$ cat src/rtl/ct_ifu_bht_pre_ctrl.sv
// Access controller in front of the single-port 1024x64 BHT prediction array.
// Arbitrates predictor reads against buffered counter updates and runs array initialization.
module ct_ifu_bht_pre_ctrl (
  input  logic        forever_cpuclk,
  input  logic        cpurst_b,
  input  logic        cp0_ifu_bht_en,
  input  logic        cp0_ifu_bht_inv,
  output logic        ifu_cp0_bht_inv_done,
  input  logic        ifu_bht_rd_vld,
  input  logic [9:0]  ifu_bht_rd_index,
  output logic        bht_rd_grant,
  output logic        bht_rd_data_vld,
  input  logic        bju_bht_upd_vld,
  input  logic [9:0]  bju_bht_upd_index,
  input  logic [4:0]  bju_bht_upd_sel,
  input  logic [1:0]  bju_bht_upd_cnt,
  output logic        bht_upd_rdy,
  output logic        bht_pre_array_clk_en,
  output logic        bht_pred_array_cen_b,
  output logic        bht_pred_array_gwen,
  output logic [63:0] bht_pred_bwen,
  output logic [9:0]  bht_pred_array_index,
  output logic [63:0] bht_pred_array_din
);

  typedef enum logic [1:0] {
    ST_RST  = 2'd0,
    ST_INIT = 2'd1,
    ST_IDLE = 2'd2
  } state_t;

  localparam logic [63:0] INIT_PATTERN = 64'h5555_5555_5555_5555;
  localparam logic [63:0] ALL_ONES     = 64'hFFFF_FFFF_FFFF_FFFF;

  // Update entry layout: {index[16:7], sel[6:2], cnt[1:0]}
  function automatic logic [63:0] upd_din(input logic [1:0] cnt);
    upd_din = {32{cnt}};
  endfunction

  function automatic logic [63:0] upd_bwen(input logic [4:0] sel);
    upd_bwen = ~(64'h0000_0000_0000_0003 << {sel, 1'b0});
  endfunction

  state_t      state_q, state_d;
  logic [9:0]  init_cnt_q, init_cnt_d;
  logic        inv_done_q, inv_done_d;
  logic        rd_data_vld_q, rd_data_vld_d;
  logic [16:0] ent0_q, ent0_d;
  logic [16:0] ent1_q, ent1_d;
  logic [1:0]  fifo_cnt_q, fifo_cnt_d;

  logic [9:0]  init_row_s;
  logic        fifo_full_s;
  logic        fifo_empty_s;
  logic        active_s;
  logic        rd_grant_s;
  logic        wr_s;
  logic        push_s;
  logic        flush_s;
  logic [16:0] new_ent_s;

  // Request qualification and one-access-per-cycle arbitration
  always_comb begin
    fifo_full_s  = (fifo_cnt_q == 2'd2);
    fifo_empty_s = (fifo_cnt_q == 2'd0);
    active_s     = (state_q == ST_IDLE) && cp0_ifu_bht_en;
    rd_grant_s   = active_s && ifu_bht_rd_vld && !fifo_full_s;
    wr_s         = active_s && (fifo_full_s || (!ifu_bht_rd_vld && !fifo_empty_s));
    push_s       = active_s && bju_bht_upd_vld && !fifo_full_s;
    flush_s      = (state_q != ST_IDLE) || !cp0_ifu_bht_en || cp0_ifu_bht_inv;
    new_ent_s    = {bju_bht_upd_index, bju_bht_upd_sel, bju_bht_upd_cnt};
    // An invalidate mid-init rewrites row 0 in the same cycle
    init_row_s   = cp0_ifu_bht_inv ? 10'd0 : init_cnt_q;
  end

  // FSM next state and init row counter
  always_comb begin
    state_d    = state_q;
    init_cnt_d = init_cnt_q;
    inv_done_d = 1'b0;
    case (state_q)
      ST_RST: begin
        state_d    = ST_INIT;
        init_cnt_d = 10'd0;
      end
      ST_INIT: begin
        init_cnt_d = init_row_s + 10'd1;
        if (init_row_s == 10'd1023) begin
          state_d    = ST_IDLE;
          inv_done_d = 1'b1;
        end else begin
          state_d    = ST_INIT;
        end
      end
      ST_IDLE: begin
        if (cp0_ifu_bht_inv) begin
          state_d    = ST_INIT;
          init_cnt_d = 10'd0;
        end else begin
          state_d    = ST_IDLE;
        end
      end
      default: begin
        state_d    = ST_RST;
        init_cnt_d = 10'd0;
      end
    endcase
  end

  // Two-entry update buffer; entry 0 is the head
  always_comb begin
    ent0_d     = ent0_q;
    ent1_d     = ent1_q;
    fifo_cnt_d = fifo_cnt_q;
    if (flush_s) begin
      fifo_cnt_d = 2'd0;
    end else begin
      case ({push_s, wr_s})
        2'b01: begin
          ent0_d     = ent1_q;
          fifo_cnt_d = fifo_cnt_q - 2'd1;
        end
        2'b10: begin
          if (fifo_empty_s) begin
            ent0_d = new_ent_s;
          end else begin
            ent1_d = new_ent_s;
          end
          fifo_cnt_d = fifo_cnt_q + 2'd1;
        end
        2'b11: begin
          if (fifo_cnt_q == 2'd1) begin
            ent0_d = new_ent_s;
          end else begin
            ent0_d = ent1_q;
            ent1_d = new_ent_s;
          end
        end
        default: begin
          fifo_cnt_d = fifo_cnt_q;
        end
      endcase
    end
    rd_data_vld_d = rd_grant_s;
  end

  // Array control drive
  always_comb begin
    bht_pred_array_cen_b = 1'b1;
    bht_pred_array_gwen  = 1'b1;
    bht_pred_bwen        = ALL_ONES;
    bht_pred_array_index = 10'd0;
    bht_pred_array_din   = 64'd0;
    if (state_q == ST_INIT) begin
      bht_pred_array_cen_b = 1'b0;
      bht_pred_array_gwen  = 1'b0;
      bht_pred_bwen        = 64'd0;
      bht_pred_array_index = init_row_s;
      bht_pred_array_din   = INIT_PATTERN;
    end else if (wr_s) begin
      bht_pred_array_cen_b = 1'b0;
      bht_pred_array_gwen  = 1'b0;
      bht_pred_bwen        = upd_bwen(ent0_q[6:2]);
      bht_pred_array_index = ent0_q[16:7];
      bht_pred_array_din   = upd_din(ent0_q[1:0]);
    end else if (rd_grant_s) begin
      bht_pred_array_cen_b = 1'b0;
      bht_pred_array_index = ifu_bht_rd_index;
    end else begin
      bht_pred_array_cen_b = 1'b1;
    end
    bht_pre_array_clk_en = !bht_pred_array_cen_b;
    bht_rd_grant         = rd_grant_s;
    bht_upd_rdy          = !fifo_full_s;
    bht_rd_data_vld      = rd_data_vld_q;
    ifu_cp0_bht_inv_done = inv_done_q;
  end

  // State registers
  always_ff @(posedge forever_cpuclk or negedge cpurst_b) begin
    if (!cpurst_b) begin
      state_q       <= ST_RST;
      init_cnt_q    <= 10'd0;
      inv_done_q    <= 1'b0;
      rd_data_vld_q <= 1'b0;
      ent0_q        <= 17'd0;
      ent1_q        <= 17'd0;
      fifo_cnt_q    <= 2'd0;
    end else begin
      state_q       <= state_d;
      init_cnt_q    <= init_cnt_d;
      inv_done_q    <= inv_done_d;
      rd_data_vld_q <= rd_data_vld_d;
      ent0_q        <= ent0_d;
      ent1_q        <= ent1_d;
      fifo_cnt_q    <= fifo_cnt_d;
    end
  end

endmodule
$ cat config.mk
export PLATFORM = sky130hd
export DESIGN_NAME = ct_ifu_bht_pre_ctrl
export DESIGN_NICKNAME = d
export VERILOG_FILES = /design/src/rtl/ct_ifu_bht_pre_ctrl.sv
export SDC_FILE = /design/constraint.sdc
export NUM_CORES = 1
export LEC_CHECK = 0
export CORE_MARGIN = 3
export CORE_UTILIZATION = 25
export DETAILED_ROUTE_END_ITERATION = 7
export GPL_TIMING_DRIVEN = 1
export PLACE_DENSITY = 0.62
export SETUP_SLACK_MARGIN = 0.15
export SKIP_CTS_REPAIR_TIMING = 1
export SLEW_MARGIN = 20
export SYNTH_ARGS = -nofsm -noshare
export SYNTH_HDL_FRONTEND = slang
export SYNTH_SLANG_ARGS = --single-unit
$ cat constraint.sdc
create_clock -name forever_cpuclk -period 2.7 [get_ports forever_cpuclk]
set_clock_uncertainty 0.2 [all_clocks]
set_input_delay 0.54 -clock forever_cpuclk [delete_from_list [all_inputs] [get_ports forever_cpuclk]]
set_output_delay 0.54 -clock forever_cpuclk [all_outputs]
set_load 0.01 [all_outputs]
# After elaboration in Yosys (flattened, before gate mapping)
# Cells that the tools add are included.
# op_classes
addsub	3
n_eq_ne	12
shifts	1
muxes	27
bitwise_logic	2
n_reduce_logical	22
# op_table
op	count
two-way mux 64 bit	4
two-way mux 17 bit	4
NOT 64 bit	1
left shift 2 x 6 -> 64 bit (first input constant)	1
case mux 17 bit (3 select lines)	1
two-way mux 10 bit	4
case mux 17 bit (2 select lines)	1
case mux 10 bit (2 select lines)	1
adder 10 x 1 -> 10 bit (second input constant)	1
== test 10 bit (second input constant)	1
== test 2 bit (second input constant)	4
inequality test 2 bit (second input constant)	4
logical AND 1 bit	7
two-way mux 1 bit	7
== test 2 x 1 -> 1 bit (second input constant)	3
two-way mux 2 bit	3
case mux 2 bit (3 select lines)	1
nonzero test 3 bit	2
logical NOT 1 bit	5
logical NOT 2 bit	2
case mux 2 bit (2 select lines)	1
AND reduction 4 bit	1
logical OR 1 bit	3
AND reduction 3 bit	1
other kinds (4)	4
# totals
ff_bits	50
input_bits	33
out_inout_bits	145
wordCells	74

# Depth between registers and ports, before layout
# depth
depth_word	8
depth_mapped	9

# Least setup slack after synthesis
# No wires, ideal clock.
# synth_timing
kind	input-to-output
start	input port ifu_bht_rd_vld
end	output port bht_pred_array_din[11]
t_arrival_ps	2092
required_time_ps	1960
setup_slack_ps	-132
path_stages	4
path_buffers	1
path_cell_list	nand2b_2 a21oi_1 and3_1 buf_4
# synth_between
elab_chain_cells	6
# synth_lines
item	line	rtl
start, declared	9	input logic ifu_bht_rd_vld,
logical NOT 1 bit	68	wr_s = active_s && (fifo_full_s || (!ifu_bht_rd_vld && !fifo_empty_s));
logical AND 1 bit	68	
logical OR 1 bit	68	
logical AND 1 bit	68	
two-way mux 64 bit	160	end else if (wr_s) begin
two-way mux 64 bit	154	if (state_q == ST_INIT) begin
end, declared	23	output logic [63:0] bht_pred_array_din
# Every way passes these cells.

# Final worst setup path
# layout_timing
start	register state_q[0]
end	output port bht_pred_bwen[0]
# layout_between
elab_chain_cells	5
# layout_lines
item	line	rtl
start, declared	44	state_t state_q, state_d;
start signal, assigned	190	state_q <= state_d;
== test 2 bit	66	active_s = (state_q == ST_IDLE) && cp0_ifu_bht_en;
logical AND 1 bit	66	
logical AND 1 bit	68	
two-way mux 64 bit	160	
two-way mux 64 bit (*)	154	
end, declared	21	output logic [63:0] bht_pred_bwen,
# Mark *: on every way between the ends. The rest lies on a longest branch, timed or not.

==> impl_metrics.csv <==
group,metric,value,unit
clocking,clockBufferDepth,2,
placed_design,post-place-cells,744,
timing,hold_viol,0,
route,ant_nets,0,
critical_path,worstPathCellList,"inv_2 > ha_4 > nand2_4 > a21o_4 > nor4_4 > buf_4 > buf_6 > a21oi_4 > buf_6",
global_routing,grt_remaining_overflow,0,
final_layout,seqCellArea,1250,µm²
critical_path,crit_slowest_cell,"dfrtp_1",
power_and_ir_drop,p_seq_share,46.4,%
critical_path,critPathCapture,"bht_pred_bwen[0]",
power_and_ir_drop,p_sw_share,22.3,%
clocking,h-tree-depth,2,
power_and_ir_drop,power.leakage,0.00303,µW
critical_path,cp.depth,9,
synth,ys_ff_latch,50,
clocking,clock-root-buffer,"clkbuf_16",
route,viasPerCell,4.74,
floorplanning,core_area,14900,µm²
placed_design,dp_hpwl,9.07,mm
critical_path,r2r_start,"fifo_cnt_q[0]",
critical_path,cp.required,1.96,ns
final_layout,nFillCells,1499,
clocking,clk_pin_slew,0.07,ns
placed_design,post-place-ws,-0.823,ns
critical_path,reg2reg_slack,0.24,ns
floorplanning,die_y,131,µm
critical_path,worstSetupStartpointType,"flip-flop",
timing,slew_headroom,60.7,%
outcome,violations,"setup timing",
power_and_ir_drop,power.switching,365,µW
critical_path,crit_family,"buffers and inverters",
synth,synth.distinct_cells,45,
timing,fin_crit,2.72,ns
critical_path,worst-path-max-fanout,4,
critical_path,cp.arrival,1.98,ns
power_and_ir_drop,vdd_drop_max,0.000338,V
synth,synth_async_sr_flop_share,100,%
outcome,status,"finished, violations left",
synth,yosys-top-cells-area,"dfrtp_1, buf_4, a21oi_1",
timing,rsz0062_at_grt,"true",
timing,setup_ws,-0.0230,ns
synth,synth_edf_count,0,
clocking,numCtsBuffers,5,
floorplanning,boundaryPins,178,
timing,hold_ws,0.0426,ns
critical_path,crit_buf_inv,4,
floorplanning,start_util,26.1,%
route,drc,0,
placed_design,port_buffers,177,
route,num_vias,3665,
power_and_ir_drop,pwr-share-comb,7.9,%
timing,setup_viol,4,
critical_path,r2r_end,"ent1_q[3]",
global_routing,antenna_found_initial,1,
timing,drv_slew,0,
clocking,clk_latency,0.30,ns
synth,ys.flop_type,"dfrtp_1",
route,wl_per_cell,16.7,µm
timing,worstMarginPinSlew,0.589,ns
route,drt_iter0_drc,155,
final_layout,fin_cells,774,
synth,syn_area,3880,µm²
synth,yosysTopAreaCell,"dfrtp_1",
critical_path,end_kind,"primary output",
timing,finalCritPeriodShare,101,%
power_and_ir_drop,p_int,1270,µW
final_layout,multi_input_area,2140,µm²
synth,synth_commonest_cells,"buf_4, dfrtp_1, a21oi_1",
run,maxCapViolCount,0,
placed_design,gp_congestion,0.848,
hold_path,hold_path.class,"primary input to async pin",
synth,yosysMostFrequentCell,"buf_4",
route,routed_wl,12.9,mm
clocking,clock-sinks,50,
timing,finalSetupTns,-0.0495,ns
final_layout,area_growth,56.0,%
global_routing,grtUsageTotal,12.5,%
critical_path,crit_start,"state_q[0]",
synth,synth_fp_nets,492,
synth,postSynthCellCount,451,
power_and_ir_drop,powerDensity,270,nW/µm²
synth,yosysTopAreaCellShare,32.2,%
synth,avgSynthCellArea,8.60,µm²
critical_path,crit_top_cell,"buf_6",
critical_path,crit_path_max_incr_delay,0.39,ns
clocking,cts_tree,"built",
floorplanning,dieArea,17100,µm²
synth,seq_area_frac_synth,32.2,%
route,dr.pass1.iters,4,
floorplanning,die_w,131,µm
critical_path,critPathKind,"flip-flop to primary output",
final_layout,drive_gt1_share,50.1,%
floorplanning,core.rowCount,44,
critical_path,ff2ff_path_depth,8,
power_and_ir_drop,clkPwrFrac,45.7,%
global_routing,grt_pass1_wl,17.3,mm
synth,synth_warnings,0,
final_layout,nNetsFinal,629,
timing,fmax,367,MHz
global_routing,grt_pass1_vias,3361,
global_routing,grt_max_degree,33,
logic make-up (layout without fill, tap and decap cells):
logic type	Yosys count	in the layout	share of synthesized area [%]
compound gates	98	99	14.6
mux	29	29	8.03
simple gates	129	130	18.9
other cells	0	1	0
flops	50	50	32.2
fa+ha+maj	9	9	2.84
xor+xnor	6	6	1.35
buf+inv	130	266	22.0
through the flow:
step / util (%) / total power (µW) / area, µm²
2_1_floorplan: - / 802 / 3900
3_3_place_gp: 37.4 / 903 / 5560
3_5_place_dp: 37.4 / 905 / 5560
4_1_cts: 38.5 / 1660 / 5730
5_1_grt: 40.7 / 1700 / 6050
6_report: 40.7 / 1640 / 6050
layout make-up:
type                    instances  area share [%]
multi-input cells             273            35.4
well taps                     184            3.80
inverters                       8           0.496
diodes                          1          0.0413
repair buffers                250            36.7
clock buffers                   5            2.07
flip-flops and latches         50            20.7
clock inverters                 3           0.806
worst register-to-register path: stages (launching register included):
cell and delay (ns):
dfrtp_2 0.39, inv_1 0.07, ha_2 0.20, buf_4 0.13, buf_4 0.14, nand4b_1 0.24, a2111oi_4 0.43, buf_12 0.21
mux2_2 0.35
worst min path at each step:
stage / to / slack (ns) / depth (start not counted)
floorplan: bht_rd_data_vld / 0.04 / 0
global placement: ent1_q[4] / 0.28 / 1
detailed placement: ent1_q[7] / 0.29 / 1
CTS: ent1_q[15] / 0.06 / 1
global route: ent1_q[15] / 0.09 / 1
finish: ent1_q[15] / 0.04 / 1
cell usage in the layout (no fill, tap or decap), types with 9 or more instances in the layout:
cell type,n
clkdlybuf4s50_1,30
buf_2,47
buf_6,57
clkbuf_16,9
a21oi_1,18
a21oi_2,13
mux2_2,17
buf_4,63
nor2b_1,12
nand3_1,25
nand2_1,13
a31oi_1,18
o21ai_0,22
mux2i_1,10
dfrtp_1,47
clkbuf_2,26
nor3_1,18
dlymetal6s2s_1,14
state kept, by name, summed over array words and instances (netlist names):
name	cells
bht_rd_data_vld	1
ifu_cp0_bht_inv_done	1
state_q	2
ent1_q	17
fifo_cnt_q	2
ent0_q	17
init_cnt_q	10
power by group through the flow:
| stage | Clock [µW] | Combinational (µW) | Sequential, µW |
|---|---|---|---|
| after CTS | 769 | 132 | 759 |
| after global placement | 0 | 129 | 774 |
| final | 748 | 129 | 760 |
| after detailed placement | 0 | 131 | 774 |
| after floorplan | 0 | 29.5 | 773 |
| after global routing | 797 | 141 | 760 |
per-layer routing:
layer | part of all wire, % | GRT usage [%]
met1 | 43 | 16.7
met2 | 53 | 21.6
met3 | 3.0 | 1.42
met4 | 1.2 | 2.90
met5 | 0 | 0
Power figures use the tool's default switching activity.
